## src/rtl/sram_arb_pkg.sv

```systemverilog
// Shared state encoding and constants for the fetch/LSU SRAM arbiter.
package sram_arb_pkg;

  typedef enum logic [1:0] {
    IDLE    = 2'd0,
    LSU_ACC = 2'd1,
    IF_ACC  = 2'd2,
    DONE    = 2'd3
  } sram_arb_state_e;

  localparam int unsigned SRAM_ARB_TIMEOUT_DEF = 255;
  localparam logic [3:0]  SRAM_ARB_FULL_BMASK  = 4'hF;

endpackage

```

## src/rtl/sram_arbiter.sv

```systemverilog
// Serialises LSU and fetch accesses to the shared single-port SRAM for one
// pipeline cycle (LSU first) and freezes the pipeline until both complete.
module sram_arbiter
  import sram_arb_pkg::*;
#(
  parameter int unsigned ADDR_W  = 18,
  parameter int unsigned TIMEOUT = SRAM_ARB_TIMEOUT_DEF
) (
  input  logic              i_clk,
  input  logic              i_rst,
  input  logic              i_if_req,
  input  logic [31:0]       i_if_addr,
  input  logic              i_lsu_req,
  input  logic              i_lsu_we,
  input  logic [31:0]       i_lsu_addr,
  input  logic [31:0]       i_lsu_wdata,
  input  logic [3:0]        i_lsu_bmask,
  output logic [31:0]       o_if_rdata,
  output logic [31:0]       o_lsu_rdata,
  output logic              o_sram_stall,
  output logic              o_err,
  output logic              o_sram_req,
  output logic              o_sram_we,
  output logic [ADDR_W-1:0] o_sram_addr,
  output logic [31:0]       o_sram_wdata,
  output logic [3:0]        o_sram_bmask,
  input  logic [31:0]       i_sram_rdata,
  input  logic              i_sram_ack
);

  localparam int unsigned CNT_W = (TIMEOUT > 256) ? $clog2(TIMEOUT) : 8;
  localparam logic [CNT_W-1:0] CNT_LAST = CNT_W'(TIMEOUT - 1);

  sram_arb_state_e   state;
  sram_arb_state_e   state_next;
  logic              stall_c;
  logic              acc_st;
  logic              timeout_c;
  logic              acc_end;
  logic              pend_if;
  logic [ADDR_W-1:0] if_addr_q;
  logic [CNT_W-1:0]  wait_cnt;
  logic [31:0]       lsu_hold;
  logic [31:0]       if_hold;
  logic              unused_addr;

  // Only the word-address slice of the byte addresses is used.
  assign unused_addr = ^{i_if_addr, i_lsu_addr};

  assign acc_st    = (state == LSU_ACC) || (state == IF_ACC);
  assign timeout_c = acc_st && !i_sram_ack && (wait_cnt == CNT_LAST);
  assign acc_end   = acc_st && (i_sram_ack || timeout_c);

  always_ff @(posedge i_clk or posedge i_rst) begin
    if (i_rst) state <= IDLE;
    else       state <= state_next;
  end

  // Next state and Mealy stall; stall rises in the request's first cycle.
  always_comb begin
    state_next = state;
    stall_c    = 1'b0;
    case (state)
      IDLE: begin
        stall_c = i_lsu_req || i_if_req;
        if (i_lsu_req)     state_next = LSU_ACC;
        else if (i_if_req) state_next = IF_ACC;
      end
      LSU_ACC: begin
        stall_c = 1'b1;
        if (acc_end) state_next = pend_if ? IF_ACC : DONE;
      end
      IF_ACC: begin
        stall_c = 1'b1;
        if (acc_end) state_next = DONE;
      end
      DONE:    state_next = IDLE;
      default: state_next = IDLE;
    endcase
  end

  assign o_sram_stall = !i_rst && stall_c;

  // Pending fetch, wait counter, hold registers and the error pulse.
  always_ff @(posedge i_clk or posedge i_rst) begin
    if (i_rst) begin
      pend_if   <= 1'b0;
      if_addr_q <= '0;
      wait_cnt  <= '0;
      lsu_hold  <= '0;
      if_hold   <= '0;
      o_err     <= 1'b0;
    end else begin
      o_err <= timeout_c;
      if (state == IDLE) begin
        pend_if   <= i_if_req;
        if_addr_q <= i_if_addr[ADDR_W+1:2];
      end
      if (acc_st && (state_next == state)) wait_cnt <= wait_cnt + CNT_W'(1);
      else                                 wait_cnt <= '0;
      if ((state == LSU_ACC) && acc_end) begin
        if (timeout_c)       lsu_hold <= '0;
        else if (!o_sram_we) lsu_hold <= i_sram_rdata;
      end
      if ((state == IF_ACC) && acc_end) begin
        if_hold <= timeout_c ? 32'h0 : i_sram_rdata;
      end
    end
  end

  // SRAM strobe and payload track the state being entered, so req stays
  // high without a gap across the LSU-to-fetch handover.
  always_ff @(posedge i_clk or posedge i_rst) begin
    if (i_rst) begin
      o_sram_req   <= 1'b0;
      o_sram_we    <= 1'b0;
      o_sram_addr  <= '0;
      o_sram_wdata <= '0;
      o_sram_bmask <= '0;
    end else begin
      case (state_next)
        LSU_ACC: begin
          o_sram_req   <= 1'b1;
          o_sram_we    <= i_lsu_we;
          o_sram_addr  <= i_lsu_addr[ADDR_W+1:2];
          o_sram_wdata <= i_lsu_wdata;
          o_sram_bmask <= i_lsu_bmask;
        end
        IF_ACC: begin
          o_sram_req   <= 1'b1;
          o_sram_we    <= 1'b0;
          o_sram_addr  <= (state == IDLE) ? i_if_addr[ADDR_W+1:2] : if_addr_q;
          o_sram_bmask <= SRAM_ARB_FULL_BMASK;
        end
        default: begin
          o_sram_req <= 1'b0;
          o_sram_we  <= 1'b0;
        end
      endcase
    end
  end

  assign o_if_rdata  = if_hold;
  assign o_lsu_rdata = lsu_hold;

endmodule

```

## config.mk

```make
export PLATFORM = sky130hd
export DESIGN_NAME = sram_arbiter
export DESIGN_NICKNAME = d
export VERILOG_FILES = /design/src/rtl/sram_arb_pkg.sv /design/src/rtl/sram_arbiter.sv
export SDC_FILE = /design/constraint.sdc
export NUM_CORES = 1
export LEC_CHECK = 0
export CAP_MARGIN = 30
export CELL_PAD_IN_SITES_DETAIL_PLACEMENT = 1
export CELL_PAD_IN_SITES_GLOBAL_PLACEMENT = 1
export CORE_ASPECT_RATIO = 1.5
export CORE_MARGIN = 10
export CORE_UTILIZATION = 35
export DETAILED_ROUTE_END_ITERATION = 8
export PLACE_DENSITY = 0.94
export SLEW_MARGIN = 15
export SYNTH_ARGS = -nofsm -noshare
export SYNTH_HDL_FRONTEND = slang
export SYNTH_SLANG_ARGS = --single-unit
```

## constraint.sdc

```tcl
create_clock -name i_clk -period 9.4 [get_ports i_clk]
set_input_delay 1.88 -clock i_clk [delete_from_list [all_inputs] [get_ports i_clk]]
set_output_delay 1.88 -clock i_clk [all_outputs]
set_load 0.005 [all_outputs]
```

==> impl_metrics.yaml, run 1 <==
detailed_routing:
  via_per_inst: 4.94
  dr.pass1.iters: 4
  drt_iter0_drc: 212
  drc: 0
  drt-total-wl_um: 20200
  num_vias: 5023
  final_antenna_net_count: 0
  wl_per_cell_um: 19.9
timing:
  hold_ws_ns: 0.477
  worst_slew_pin_slew_ns: 0.863
  finalHoldViolations: 0
  report.final.slew_viol_count: 0
  tns_ns: 0
  fmax_ghz: 0.192
  rsz0062_at_grt: "no"
  min_period_ns: 5.22
  fin_crit_sh: 0.555
  setup_viol_count_final: 0
  maxSlewHeadroom: 0.425
  clock_skew_ns: 0.0102
floorplan:
  start_util: 0.358
  die_area_um2: 23700
  ios: 260
  die_x_um: 129
  core_um2: 17400
  die_h_um: 184
  std_cell_rows: 59
layout:
  nNetsFinal: 937
  drive_gt1_frac: 0.122
  diodes: 0
  fillerInstances: 1885
  syn_to_final_growth_pct: 50.2
grt:
  gr-total-overflow: 0
  grt_util_all_layers: 0.175
  grt_pass1_wl_um: 32100
  grt_pass1_vias: 5659
  grt_antenna_before_repair: 0
  grt_max_degree: 94
synthesis:
  yosysTopAreaCellShare: 0.602
  yosys.area_share.simple: 0.110
  synth_flop_cell: "dfrtp_1"
  synthTopCellsByCount: "dfrtp_1, nand2_1, o21ai_0"
  syn_avg_cell_area_um2: 11.0
  yosysTopAreaCell: "dfrtp_1"
  ys_seq_area_frac: 0.602
  synth.distinct_cells: 38
  ys_ff_latch: 150
  ys_async_sr_fraction: 1.00
  synth-xor-area-share: 0.0110
  synth_top_family_by_area: "multiplexers"
  syn_area_um2: 6240
  synthCells: 567
  synth_mux_area_frac: 0.125
  synth_area_leaders: "dfrtp_1, mux2_2, nand2_1"
  yosysWarnings: 0
  syn_nets: 713
  synth_fa_ha_area_frac: 0.0160
  yosys.cell_count.top_type: "dfrtp_1"
  synth_compound_area_frac: 0.0870
  synth-edff-count: 0
clock_tree:
  clock_latency_ns: 0.42
  clock-sinks: 150
  path_clk_slew_ns: 0.07
  htree_levels: 4
  ctsHoldBuffers: 0
  clock_path_buffers: 2
  cts-root-buf: "clkbuf_16"
  cts_resized: 0
  cts_tree: "yes"
  cts_buffers: 17
  cts_setup_buffers: 0
power:
  finalPower_w: 0.00351
  vdd_ir_drop_max_mv: 0.181
  leakagePower_nw: 4.10
  power.density_nw_per_um2: 375
critical_path:
  required_ns: 7.52
  timing.rr.start: "state[0]"
  cp-endpoint: "o_sram_stall"
  cp_max_fo: 5
  cp-start-kind: "input port"
  crit_type: "input port to output port"
  crit_path_start: "i_lsu_req"
  crit_path_end_kind: "output port"
  worst_r2r_path_depth: 10
  worstPathArrival_ns: 3.34
  reg2reg_slack_ns: 6.40
  r2r_end: "o_sram_wdata[13]"
placed_design:
  gp_congestion: 0.785
  dp_hpwl_um: 14900
  io_buffers: 231
flow_run:
  cap_violations: 0
min_path:
  hold_class: "register to register"
run_status:
  outcome: "finished clean"
metrics by stage:
stage	instance area, um^2	utilization	worst slack, ns	instances
floorplan	6240	-	3.48	567
global placement	8740	0.502	4.18	985
detailed placement	8740	0.502	4.19	985
CTS	9370	0.538	4.17	1016
global route	9370	0.538	4.10	1016
finish	9370	0.538	4.18	1016
final cells by class:
type | count | area [um^2] | share of cell area
sequential | 150 | 3750 | 0.401
clock buffer | 17 | 425 | 0.0454
inverter | 43 | 166 | 0.0178
timing repair buffer | 239 | 2370 | 0.253
clock inverter | 14 | 200 | 0.0214
tap | 213 | 267 | 0.0284
multi-input combinational | 340 | 2180 | 0.233
logic make-up (layout without fill, tap and decap cells):
kind of cell,after synthesis,count (layout)
fa+ha+maj,8,8
mux,70,70
simple gates,156,156
xor+xnor,7,7
buf+inv,77,313
flops,150,150
compound gates,99,99
power by group:
group          switching [W]  internal (W)  total, W
clock               0.000282      0.000446  0.000728
sequential          0.000164      0.000971   0.00113
combinational       0.000770      0.000882   0.00165
total                0.00122       0.00230   0.00351
worst min path at each step:
stage                   start              to  slack, ns  cells after the start
2_1_floorplan   if_addr_q[17]   if_addr_q[17]       0.47                      1
3_3_place_gp    o_if_rdata[8]   o_if_rdata[8]       0.46                      2
3_5_place_dp    o_if_rdata[4]   o_if_rdata[4]       0.47                      2
4_1_cts         o_if_rdata[4]   o_if_rdata[4]       0.48                      2
5_1_grt        o_if_rdata[18]  o_if_rdata[18]       0.51                      2
6_report       o_if_rdata[18]  o_if_rdata[18]       0.48                      2
registers in the layout (all words and copies together), names as in the netlist:
name	cells
o_if_rdata	32
o_lsu_rdata	32
o_sram_wdata	32
if_addr_q	18
o_sram_addr	18
wait_cnt	8
o_sram_bmask	4
state	2
o_err	1
o_sram_req	1
o_sram_we	1
pend_if	1
layer usage:
metal | wire (um) | part of all wire | vias to the layer above | GRT usage
met5 | 0 | 0 | - | 0
met2 | 11400 | 0.56 | 145 | 0.330
met3 | 1260 | 0.062 | 24 | 0.0540
met1 | 7130 | 0.35 | 2506 | 0.173
met4 | 414 | 0.020 | 0 | 0.0653
li1 | - | - | 2348 | -
cells in the final DEF, fill, tap and decap left out, drive strengths merged, types with 2 or more instances in the layout:
cell type	netlist	routed
xor2	5	5
clkbuf	18	17
and4	2	2
and2	2	2
buf	16	8
clkdlybuf4s50	0	231
nor2b	2	2
ha	8	8
clkinv	0	4
o21ai	89	89
mux2	51	51
inv	43	46
nand2	89	89
xnor2	2	2
nand3	37	37
bufinv	0	4
mux2i	18	18
nor3	8	8
nand4	3	3
a211oi	3	3
nor2	8	8
clkinvlp	0	3
dfrtp	150	150
critical path: stages:
cell and delay (ns):
clkdlybuf4s50_1 0.54, o21ai_0 0.11, a211oi_1 0.26, clkdlybuf4s50_1 0.55
Power figures use the tool's default switching activity.
==> run 2: changes to the inputs <==
--- a/config.mk
+++ b/config.mk
@@ -10,9 +10,9 @@
 export CELL_PAD_IN_SITES_GLOBAL_PLACEMENT = 1
 export CORE_ASPECT_RATIO = 1.5
 export CORE_MARGIN = 10
-export CORE_UTILIZATION = 35
+export CORE_UTILIZATION = 32
 export DETAILED_ROUTE_END_ITERATION = 8
-export PLACE_DENSITY = 0.94
+export PLACE_DENSITY = 0.88
 export SLEW_MARGIN = 15
 export SYNTH_ARGS = -nofsm -noshare
 export SYNTH_HDL_FRONTEND = slang
==> constraint.sdc (replaced) <==
create_clock -name i_clk -period 5 [get_ports i_clk]
set_input_delay 1 -clock i_clk [delete_from_list [all_inputs] [get_ports i_clk]]
set_output_delay 1 -clock i_clk [all_outputs]
set_load 0.005 [all_outputs]
==> run 2 against run 1 <==
Effect of this change: via count up 0.60%; total power up 87%; final cell count up 4.5%; combinational power up 89%; largest power group unchanged.
==> impl_metrics.yaml, run 2 (synthesized netlist as in run 1, its figures left out) <==
layout:
  final_cell_mix: "clkdlybuf4s50_1, dfrtp_1, nand2_1"
  syn_to_final_growth_pct: 51.2
  multi_input_area_um2: 2180
  regArea_um2: 3750
  nNetsFinal: 938
  finalCoreUtilization: 0.492
  drive_gt1_frac: 0.122
  layout_commonest_cell: "clkdlybuf4s50_1"
  fillerInstances: 2107
power:
  power.density_nw_per_um2: 698
  leakagePower_nw: 4.10
  vdd_ir_drop_max_mv: 0.577
clock_tree:
  path_clk_slew_ns: 0.06
  cts-root-buf: "clkbuf_16"
  cts_buffers: 17
  ctsHoldBuffers: 0
  cts_resized: 0
  clock_path_buffers: 2
  htree_levels: 4
  cts_setup_buffers: 0
  clock-sinks: 150
  cts_tree: "yes"
  clock_latency_ns: 0.42
timing:
  clock_skew_ns: 0.00953
  min_period_ns: 3.75
  report.final.slew_viol_count: 0
  fin_ws_ns: 1.25
  rsz0062_at_grt: "no"
  setup_viol_count_final: 0
  fin_crit_sh: 0.751
  tns_ns: 0
  finalHoldViolations: 0
  maxSlewHeadroom: 0.491
  worst_slew_pin_slew_ns: 0.761
  fmax_ghz: 0.266
critical_path:
  worst_r2r_path_depth: 9
  worstSetupPathDepth: 5
  cp-start-kind: "register"
  crit_type: "register to output port"
  required_ns: 4.00
  worst-path-buf-inv: 2
  worstPathArrival_ns: 2.75
  path_cells: "inv_1, ha_1, o21ai_0, a211oi_1, clkdlybuf4s50_1"
  cp_top_family: "buffers and inverters"
  crit_path_end_kind: "output port"
  r2r_end: "o_sram_addr[10]"
  timing.rr.start: "state[1]"
  reg2reg_slack_ns: 1.73
  cp_max_fo: 17
  crit_path_start: "state[1]"
  worst_path_max_delay_cell: "ha_1"
  cp-endpoint: "o_sram_stall"
  max_stage_delay_ns: 0.64
grt:
  grt_antenna_before_repair: 0
  grt_pass1_vias: 5627
  gr-total-overflow: 0
  grt_max_degree: 83
  grt_util_all_layers: 0.156
  grt_pass1_wl_um: 31500
flow_run:
  cap_violations: 0
min_path:
  min_path_cells: 2
  hold_class: "register to register"
floorplan:
  die_area_um2: 25600
  die_h_um: 191
  std_cell_rows: 62
  start_util: 0.326
  core_um2: 19200
  ios: 260
  die_x_um: 134
detailed_routing:
  final_antenna_net_count: 0
  via_per_inst: 4.76
  num_vias: 5053
  drt_iter0_drc: 220
  wl_per_cell_um: 18.8
  drc: 0
  dr.pass1.iters: 5
  drt-total-wl_um: 20000
placed_design:
  io_buffers: 231
  gp_congestion: 0.792
  dp_hpwl_um: 14800
  dp_slack_ns: 1.34
run_status:
  outcome: "finished clean"
run 2: per-layer routing:
layer | GRT usage | share of wire | vias to the layer above
met5 | 0 | 0 | -
met4 | 0.0571 | 0.024 | 0
met3 | 0.0631 | 0.074 | 23
met2 | 0.286 | 0.54 | 159
met1 | 0.154 | 0.36 | 2515
li1 | - | - | 2356
run 2: stage by stage:
stage	hold slack, ns	cells	power [W]	area [um^2]
final	0.482	1062	0.00658	9430
after global routing	0.496	1061	0.00707	9430
after CTS	0.489	1061	0.00671	9430
after detailed placement	0.475	1029	0.00532	8820
after global placement	0.461	1029	0.00514	8820
after floorplan	0.472	567	0.00369	6240
run 2: layout make-up:
class,count,area share
Antenna cell,1,0.000265
Clock buffer,20,0.0474
Clock inverter,12,0.0178
Inverter,43,0.0175
Multi-Input combinational cell,340,0.232
Sequential cell,150,0.398
Tap cell,256,0.0340
Timing Repair Buffer,240,0.254
run 2: how the worst min path moves through the flow:
stage,start,end
floorplan,if_addr_q[17],if_addr_q[17]
global placement,o_if_rdata[5],o_if_rdata[5]
detailed placement,o_if_rdata[9],o_if_rdata[9]
CTS,o_sram_bmask[0],o_sram_bmask[0]
global route,o_if_rdata[25],o_if_rdata[25]
finish,o_if_rdata[3],o_if_rdata[3]
run 2: power by group:
group          switching [W]  internal [W]  total, W  leakage (nW)
combinational        0.00144       0.00168   0.00312          1.98
clock               0.000533      0.000810   0.00134         0.290
sequential          0.000298       0.00182   0.00212          1.83
run 2: tightest hold or removal path, stage by stage (launching register included):
cell and delay [ns]:
dfrtp_1 0.34, nand2_1 0.04, o21ai_0 0.06
